`config.mk`:
```
export PLATFORM = sky130hd
export DESIGN_NAME = output_writeback_buffer
export DESIGN_NICKNAME = d
export VERILOG_FILES = /design/src/rtl/output_writeback_buffer_pkg.sv /design/src/rtl/output_writeback_buffer_vector_fifo.sv /design/src/rtl/output_writeback_buffer.sv
export SDC_FILE = /design/constraint.sdc
export NUM_CORES = 1
export LEC_CHECK = 0
export ABC_AREA = 0
export BUFFER_PORTS_ARGS = -buffer_cell sky130_fd_sc_hd__buf_2
export CAP_MARGIN = 15
export CORE_UTILIZATION = 55
export CTS_BUF_LIST = sky130_fd_sc_hd__clkbuf_4 sky130_fd_sc_hd__clkbuf_8
export CTS_CLUSTER_SIZE = 20
export DETAILED_ROUTE_END_ITERATION = 10
export GPL_ROUTABILITY_DRIVEN = 1
export PLACE_DENSITY = 0.71
export SETUP_SLACK_MARGIN = 0.3
export SYNTH_ARGS = -nofsm -noshare
export SYNTH_HDL_FRONTEND = slang
export SYNTH_SLANG_ARGS = --single-unit
export TNS_END_PERCENT = 5
```
`constraint.sdc`:
```
create_clock -name clk -period 6.8 [get_ports clk]
set_input_delay 1.36 -clock clk [delete_from_list [all_inputs] [get_ports clk]]
set_output_delay 1.36 -clock clk [all_outputs]
set_load 0.02 [all_outputs]
```
`src/rtl/output_writeback_buffer_pkg.sv`:
```
// Shared types for the output writeback buffer: lane/vector types and FSM states.
package output_writeback_buffer_pkg;

    localparam int ACT_DATA_WIDTH = 8;
    localparam int N_DIM_ARRAY    = 4;
    localparam int VEC_WIDTH      = ACT_DATA_WIDTH * N_DIM_ARRAY;

    typedef logic signed [ACT_DATA_WIDTH-1:0] lane_t;
    typedef lane_t [N_DIM_ARRAY-1:0] vec_t;

    typedef enum logic [1:0] {
        WB_IDLE  = 2'd0,
        WB_RUN   = 2'd1,
        WB_DRAIN = 2'd2,
        WB_DONE  = 2'd3
    } wb_state_e;

    // States in which the FIFO head may be written to memory.
    function automatic logic wb_is_active(input wb_state_e s);
        return (s == WB_RUN) || (s == WB_DRAIN);
    endfunction

endpackage

```
`src/rtl/output_writeback_buffer_vector_fifo.sv`:
```
// Small vector FIFO with wrap-bit pointers; supports push and pop in the same cycle.
module vector_fifo
    import output_writeback_buffer_pkg::*;
#(
    parameter int DEPTH = 4
) (
    input  logic                   clk,
    input  logic                   reset,
    input  logic                   i_clear,
    input  logic                   i_push,
    input  logic                   i_pop,
    input  vec_t                   i_wdata,
    output vec_t                   o_rdata,
    output logic                   o_full,
    output logic                   o_empty,
    output logic [$clog2(DEPTH):0] o_count
);

    localparam int PTR_W = $clog2(DEPTH);

    logic [PTR_W:0] r_wr_ptr;
    logic [PTR_W:0] r_rd_ptr;
    vec_t           r_mem [DEPTH];

    // Read/write pointer update; the top bit distinguishes full from empty.
    always_ff @(posedge clk or negedge reset) begin
        if (!reset) begin
            r_wr_ptr <= (PTR_W+1)'(0);
            r_rd_ptr <= (PTR_W+1)'(0);
        end else if (i_clear) begin
            r_wr_ptr <= (PTR_W+1)'(0);
            r_rd_ptr <= (PTR_W+1)'(0);
        end else begin
            if (i_push) r_wr_ptr <= r_wr_ptr + (PTR_W+1)'(1);
            if (i_pop)  r_rd_ptr <= r_rd_ptr + (PTR_W+1)'(1);
        end
    end

    // Storage write; contents are zeroed on reset so the head reads 0 out of reset.
    always_ff @(posedge clk or negedge reset) begin
        if (!reset) begin
            for (int i = 0; i < DEPTH; i++) r_mem[i] <= vec_t'(0);
        end else if (i_push && !i_clear) begin
            r_mem[r_wr_ptr[PTR_W-1:0]] <= i_wdata;
        end
    end

    assign o_rdata = r_mem[r_rd_ptr[PTR_W-1:0]];
    assign o_count = r_wr_ptr - r_rd_ptr;
    assign o_empty = (r_wr_ptr == r_rd_ptr);
    assign o_full  = (r_wr_ptr[PTR_W] != r_rd_ptr[PTR_W]) &&
                     (r_wr_ptr[PTR_W-1:0] == r_rd_ptr[PTR_W-1:0]);

endmodule

```
`src/rtl/output_writeback_buffer.sv`:
```
// Buffers aligned activation vectors and writes them to activation memory
// with row/column address generation, a stall hint and sticky error flags.
module output_writeback_buffer
    import output_writeback_buffer_pkg::*;
#(
    parameter int FIFO_DEPTH = 4,
    parameter int ADDR_WIDTH = 16,
    parameter int CNT_WIDTH  = 10
) (
    input  logic                  clk,
    input  logic                  reset,
    input  logic                  start,
    input  logic                  clear,
    input  logic [ADDR_WIDTH-1:0] cfg_base_addr,
    input  logic [ADDR_WIDTH-1:0] cfg_row_stride,
    input  logic [CNT_WIDTH-1:0]  cfg_words_per_row,
    input  logic [CNT_WIDTH-1:0]  cfg_n_rows,
    input  vec_t                  input_word,
    input  logic                  input_enable,
    output logic                  almost_full,
    output logic                  mem_req,
    output logic [ADDR_WIDTH-1:0] mem_addr,
    output logic [VEC_WIDTH-1:0]  mem_wdata,
    input  logic                  mem_gnt,
    output logic                  busy,
    output logic                  done,
    output logic                  err_overflow,
    output logic                  err_unexpected
);

    localparam int TOT_W = 2 * CNT_WIDTH;
    localparam int CNT_F = $clog2(FIFO_DEPTH) + 1;

    wb_state_e             r_state;
    wb_state_e             w_state_nxt;
    logic [ADDR_WIDTH-1:0] r_row_base;
    logic [ADDR_WIDTH-1:0] r_stride;
    logic [CNT_WIDTH-1:0]  r_words;
    logic [CNT_WIDTH-1:0]  r_col;
    logic [TOT_W-1:0]      r_total;
    logic [TOT_W-1:0]      r_received;
    logic [TOT_W-1:0]      r_written;
    logic                  r_err_overflow;
    logic                  r_err_unexpected;

    logic                  w_full;
    logic                  w_empty;
    logic [CNT_F-1:0]      w_count;
    vec_t                  w_head;
    logic                  w_req;
    logic                  w_in_ok;
    logic                  w_push;
    logic                  w_pop;
    logic                  w_ovf;
    logic                  w_unexp;
    logic                  w_rcv_last;
    logic                  w_wr_last;
    logic                  w_col_last;

    assign w_req      = !w_empty && wb_is_active(r_state);
    assign w_in_ok    = input_enable && (r_state == WB_RUN) && (r_received < r_total);
    assign w_pop      = w_req && mem_gnt && !clear;
    // A full FIFO still accepts a vector when the head leaves in the same cycle.
    assign w_push     = w_in_ok && (!w_full || w_pop) && !clear;
    assign w_ovf      = w_in_ok && w_full && !w_pop;
    assign w_unexp    = input_enable && !w_in_ok;
    assign w_rcv_last = (r_received + TOT_W'(1)) == r_total;
    assign w_wr_last  = (r_written + TOT_W'(1)) == r_total;
    assign w_col_last = (r_col == (r_words - CNT_WIDTH'(1)));

    vector_fifo #(
        .DEPTH (FIFO_DEPTH)
    ) u_fifo (
        .clk     (clk),
        .reset   (reset),
        .i_clear (clear),
        .i_push  (w_push),
        .i_pop   (w_pop),
        .i_wdata (input_word),
        .o_rdata (w_head),
        .o_full  (w_full),
        .o_empty (w_empty),
        .o_count (w_count)
    );

    // FSM state register.
    always_ff @(posedge clk or negedge reset) begin
        if (!reset) begin
            r_state <= WB_IDLE;
        end else begin
            r_state <= w_state_nxt;
        end
    end

    // FSM next-state logic; clear forces IDLE.
    always_comb begin
        w_state_nxt = r_state;
        if (clear) begin
            w_state_nxt = WB_IDLE;
        end else begin
            case (r_state)
                WB_IDLE:  w_state_nxt = start ? WB_RUN : WB_IDLE;
                WB_RUN:   w_state_nxt = (w_push && w_rcv_last) ? WB_DRAIN : WB_RUN;
                WB_DRAIN: w_state_nxt = (w_pop && w_wr_last) ? WB_DONE : WB_DRAIN;
                WB_DONE:  w_state_nxt = WB_IDLE;
                default:  w_state_nxt = WB_IDLE;
            endcase
        end
    end

    // FSM status outputs.
    always_comb begin
        busy = 1'b0;
        done = 1'b0;
        case (r_state)
            WB_RUN, WB_DRAIN: busy = 1'b1;
            WB_DONE:          done = 1'b1;
            default: begin
                busy = 1'b0;
                done = 1'b0;
            end
        endcase
    end

    // Job configuration, counters, incremental address generator and sticky errors.
    always_ff @(posedge clk or negedge reset) begin
        if (!reset) begin
            r_row_base       <= ADDR_WIDTH'(0);
            r_stride         <= ADDR_WIDTH'(0);
            r_words          <= CNT_WIDTH'(0);
            r_col            <= CNT_WIDTH'(0);
            r_total          <= TOT_W'(0);
            r_received       <= TOT_W'(0);
            r_written        <= TOT_W'(0);
            r_err_overflow   <= 1'b0;
            r_err_unexpected <= 1'b0;
        end else if (clear) begin
            r_row_base       <= ADDR_WIDTH'(0);
            r_col            <= CNT_WIDTH'(0);
            r_total          <= TOT_W'(0);
            r_received       <= TOT_W'(0);
            r_written        <= TOT_W'(0);
            r_err_overflow   <= 1'b0;
            r_err_unexpected <= 1'b0;
        end else begin
            if ((r_state == WB_IDLE) && start) begin
                r_row_base <= cfg_base_addr;
                r_stride   <= cfg_row_stride;
                r_words    <= cfg_words_per_row;
                r_total    <= TOT_W'(cfg_words_per_row) * TOT_W'(cfg_n_rows);
                r_col      <= CNT_WIDTH'(0);
                r_received <= TOT_W'(0);
                r_written  <= TOT_W'(0);
            end
            if (w_push) r_received <= r_received + TOT_W'(1);
            if (w_pop) begin
                r_written <= r_written + TOT_W'(1);
                if (w_col_last) begin
                    r_col      <= CNT_WIDTH'(0);
                    r_row_base <= r_row_base + r_stride;
                end else begin
                    r_col <= r_col + CNT_WIDTH'(1);
                end
            end
            if (w_ovf)   r_err_overflow   <= 1'b1;
            if (w_unexp) r_err_unexpected <= 1'b1;
        end
    end

    assign almost_full    = (w_count >= CNT_F'(FIFO_DEPTH - 1));
    assign mem_req        = w_req;
    assign mem_addr       = r_row_base + ADDR_WIDTH'(r_col);
    assign mem_wdata      = w_head;
    assign err_overflow   = r_err_overflow;
    assign err_unexpected = r_err_unexpected;

endmodule

```
== After elaboration in Yosys (flattened, before gate mapping) ==
Index checks and enable logic that the tools add are counted.
W data, S select, Z words.

* $add $sub $neg: 9
* Multipliers: 1
* Order comparisons: 5
* Equality and inequality tests: 9
* Multiplexer cells: 36
* Bitwise operators: 3
* Reductions and logical operators: 33

{| class="wikitable"
|+ Operators by type and width
! operator !! count
|-
| $mux W20 || 7
|-
| $bwmux W128 || 1
|-
| $mux W32 || 3
|-
| $bmux W32 S2 || 1
|-
| $demux W32 S2 || 1
|-
| $mux W16 || 4
|-
| $add A20 B1 Y20 const B || 2
|-
| $eq A20 B20 Y1 || 2
|-
| $mux W10 || 4
|-
| $lt A20 B20 Y1 || 1
|-
| $mul A10 B10 Y20 || 1
|-
| $add A16 B10 Y16 || 1
|-
| $add A16 B16 Y16 || 1
|-
| $logic_and A1 B1 Y1 || 16
|-
| $mux W3 || 4
|-
| $add A10 B1 Y10 const B || 1
|-
| $eq A10 B10 Y1 || 1
|-
| $reduce_bool A2 Y1 || 5
|-
| $sub A10 B1 Y10 const B || 1
|-
| $mux W1 || 8
|-
| $pmux W2 S4 || 1
|-
| $add A3 B1 Y3 const B || 2
|-
| $ge A3 B3 Y1 const B || 2
|-
| $not A2 Y3 || 2
|-
| 16 further kinds || 24
|}

* Register bits: 250
* Bits of input ports: 90
* Output and inout bits: 54
* Logic and storage cells: 124

== Longest topological paths before layout ==
* Word-level depth: 12
* Gate-level depth with buffers: 21
* Depth with buffers taken out: 20

== Hierarchy ==
Synthesis repeated with hierarchy kept, for this count alone.

* Cells, all modules: 1688
* Area, all modules: 18122.4 µm²

{| class="wikitable"
|+ By module, submodules not included
! module !! instances !! cells an instance !! area an instance (µm²) !! seq. area each (µm²)
|-
| output_writeback_buffer || 1 || 1336 || 11705.0 || 2902.8
|-
| vector_fifo || 1 || 352 || 6417.4 || 3353.2
|}

== Worst setup path before layout ==
OpenSTA, ideal clock, no wires.

* Path kind: input to register
* Start point: in cfg_n_rows[3]
* End point: reg r_total[18]
* Setup time: 0.146 ns
* Data arrival time: 6.143 ns
* Required time: 6.654 ns
* Setup slack: 0.511 ns
* Stages on the path: 21
* Path buffers: 1
* Cell sequence: clkbuf_1 -> nand2_1 -> fa_1 -> inv_1 -> fa_1 -> inv_1 -> fa_1 -> inv_1 -> fa_1 -> inv_1 -> fa_1 -> inv_1 -> ha_1 -> nor3_1 -> nand2b_1 -> o21ai_0 -> a21oi_1 -> a41o_1 -> o41ai_1 -> or4_1 -> o311ai_0

* Word-level cells in the longest chain between the ends: 3

{| class="wikitable"
|+ RTL lines
! what !! RTL line !! RTL
|-
| start, declared || output_writeback_buffer.sv:17 || <nowiki>input logic [CNT_WIDTH-1:0] cfg_n_rows,</nowiki>
|-
| $mul A10 B10 Y20 || output_writeback_buffer.sv:150 || <nowiki>r_total <= TOT_W'(cfg_words_per_row) * TOT_W'(cfg_n_rows);</nowiki>
|-
| $mux W20 || output_writeback_buffer.sv:146 || <nowiki>if ((r_state == WB_IDLE) && start) begin</nowiki>
|-
| $mux W20 || output_writeback_buffer.sv:137 || <nowiki>end else if (clear) begin</nowiki>
|-
| end signal, assigned || output_writeback_buffer.sv:150 ||
|-
| end, declared || output_writeback_buffer.sv:40 || <nowiki>logic [TOT_W-1:0] r_total;</nowiki>
|}

Every way passes these cells. The select of a mux whose other input is x is not followed.
A chain may end at the register's enable or synchronous reset.

== Final worst setup path ==
* Start point: in cfg_words_per_row[1]
* End point: reg r_total[18]

* Word-level cells in the longest chain between the ends: 3

{| class="wikitable"
|+ RTL lines
! what !! RTL line !! RTL
|-
| start, declared || output_writeback_buffer.sv:16 || <nowiki>input logic [CNT_WIDTH-1:0] cfg_words_per_row,</nowiki>
|-
| $mul A10 B10 Y20 || output_writeback_buffer.sv:150 ||
|-
| $mux W20 || output_writeback_buffer.sv:146 ||
|-
| $mux W20 || output_writeback_buffer.sv:137 ||
|}

Every way passes these cells. The select of a mux whose other input is x is not followed.

==> out/metrics.cfg <==
[status]
status=finished clean

[final_layout]
nNetsFinal=2094
fin_cells=2249
diodes=0
final_util=0.630
syn2layout_area_growth_pct=11.3
drive_gt1_frac=0.236

[critical_path]
reg2reg_slack_ns=2.43
worst-endpoint-required_ns=7.17
path_cells=buf_2 > nand2_1 > fa_1 > fa_1 > inv_1 > fa_1 > fa_1 > inv_1 > fa_1 > inv_1 > ha_1 > nor3_1 > nand2b_1 > o21ai_0 > a21oi_1 > a41o_1 > o41ai_1 > or4_1 > o311ai_0
slowest_delay_ns=0.55
endpoint_kind=flip-flop
crit_path_frequent_cell=fa_1
path_class=in -> reg
cp-start-kind=primary input
crit_fanout=11
rr_worst_depth=12
crit_slowest_cell=fa_1
crit_arrival_ns=6.44

[routing]
drt_iter0_markers=671
drcViolationCount=0
drtAntennaViolNets=0
firstDrtPassIters=5
routed_via_density=5.83
num_vias=13107
wire_per_inst_um=17.8
postRouteWirelength_um=40100

[clock_network]
clock_latency_ns=0.58
cts_root_buf=clkbuf_8
cts_tree=yes
cts_resized=0
cts.sinks=250
path_clk_slew_ns=0.06
ctsHoldBuffers=0
post_cts_buffers=0
htreeDepth=2
clockBufferDepth=3
cts_made_buffers=42

[yosys]
yosys.area.top_type=dfrtp_1
synth_area_leaders=dfrtp_1 36%, mux2_2 9.8%, ha_1 8.3%, fa_1 7.4%, mux4_2 4.1%
syn_inst=1695
syn_avg_cell_area_um2=10.3
synth_area_um2=17500
synth.most_common_cell=dfrtp_1
synth_seq_cells=250
synth.distinct_cells=65
ys.flop_type=dfrtp_1
synth_nets=1966
synth-async-reset-ratio=1.00
synth_top_area_frac=0.358
synth_common_cells=250 x dfrtp_1, 152 x mux2_2, 143 x nand2_1, 116 x ha_1, 113 x inv_1
ys_warn_count=0
ys_seq_area_frac=0.358
synth_edf_count=0

[power]
swShare=0.352
pwr-share-seq=0.346
p_comb_frac=0.385
p_clk_frac=0.269
p_sw_mw=1.88
cellInternalPower_mw=3.47
p_leak_nw=9.33
vdd.ir_drop.worst_mv=0.174
power-per-cell-area_nw_per_um2=275

[hold_path]
hold_depth=1
hold_path.class=reg -> reg

[sta]
maxSlewHeadroom=0.345
final-max-slew-violation-count=0
worst_slew_pin_slew_ns=0.983
rsz0062_at_grt=no
fin_tns_setup_ns=0
post-route-period-util=0.893
hold_viol=0
max_freq_mhz=165
setup_violations=0
min_period_ns=6.07
fin_skew_ns=0.0588
whs_ns=0.492

[placement]
io_buffers=143
place_hpwl_um=29200
placed_cells=2175
gp_congestion=0.931

[floorplanning]
design.core.area_um2=30900
initial_utilization=0.566
fp.dieW_um=180
die_y_um=180
rows=64
die_area_um2=32500
io_pins=144

[grt]
grt_pass1_vias=13298
antenna_found_initial=0
grt_pass1_wl_um=67900
grt.overflow.total=0
grt_max_degree=160
grtUsageTotal=0.254

[job]
max_cap_violations=0

==> metrics by stage <==
step | power (mW) | setup slack [ns] | cell area [um^2]
floorplan | 3.40 | 0.511 | 17500
global placement | 3.88 | 0.326 | 18600
detailed placement | 3.93 | 0.190 | 18600
CTS | 5.40 | 0.740 | 19500
global route | 5.74 | 0.327 | 19500
finish | 5.35 | 0.728 | 19500
==> logic make-up after synthesis <==
kind of cell    count (synthesis)  share of synthesized area
compound gates                274                     0.0958
xor+xnor                      111                     0.0556
fa+ha+maj                     181                      0.157
flops                         250                      0.358
buf+inv                       190                     0.0423
simple gates                  483                      0.140
mux                           206                      0.152
==> final timing paths <==
kind	start	end
max in group asynchronous	reset	u_fifo.r_mem[61]
min reg2reg	err_overflow	err_overflow
max	cfg_words_per_row[1]	r_total[18]
min	err_overflow	err_overflow
max reg2reg	u_fifo.r_rd_ptr[1]	u_fifo.r_mem[54]
min in group asynchronous	reset	u_fifo.r_rd_ptr[1]
==> final cells by class <==
class,count,area [um^2]
Fill cell,2554,11400
Multi-Input combinational cell,1255,10500
Sequential cell,250,6260
Timing Repair Buffer,160,866
Clock buffer,67,835
Tap cell,396,495
Inverter,114,428
Clock inverter,7,85.1
==> per-layer routing <==
metal | track usage | routed length, um | up-vias
li1 | - | - | 6218
met1 | 0.354 | 18400 | 6472
met5 | 0 | 0 | -
met2 | 0.422 | 18800 | 357
met4 | 0.0629 | 795 | 0
met3 | 0.0329 | 2000 | 60
==> worst max-delay path, delay by kind of cell <==
kind | cells | cell delay (ns)
fa+ha+maj | 6 | 2.84
simple gates | 4 | 0.74
buf+inv | 4 | 0.37
compound gates | 5 | 1.14
==> flip-flops by register name (all words and copies together) (netlist names) <==
register / flops
u_fifo.r_mem: 128
r_stride: 16
err_overflow: 1
r_received: 20
r_col: 10
r_state: 2
u_fifo.r_rd_ptr: 3
r_total: 20
err_unexpected: 1
u_fifo.r_wr_ptr: 3
r_words: 10
r_row_base: 16
r_written: 20
==> placed cells by master, fill, tap and decap left out, types with 21 or more instances in the layout <==
cell type / synthesis / layout
fa_1: 65 / 65
nor2_1: 90 / 89
xor2_1: 42 / 42
mux4_2: 32 / 32
o21ai_0: 91 / 91
and2_1: 70 / 69
nor3_1: 26 / 25
inv_1: 113 / 113
a21oi_1: 68 / 68
mux2_2: 152 / 152
clkbuf_8: 0 / 53
nand2_1: 143 / 143
xnor2_1: 69 / 69
buf_2: 15 / 142
nand3_1: 38 / 38
nand4_1: 21 / 21
ha_1: 116 / 116
dfrtp_1: 250 / 249
==> power by group through the flow <==
stage	clock (mW)	sequential [mW]	combinational, mW
final	1.44	1.85	2.06
after global routing	1.55	1.87	2.32
after CTS	1.47	1.85	2.07
after detailed placement	0	1.87	2.06
after global placement	0	1.86	2.02
after floorplan	0	1.80	1.59
Power figures use the tool's default switching activity.
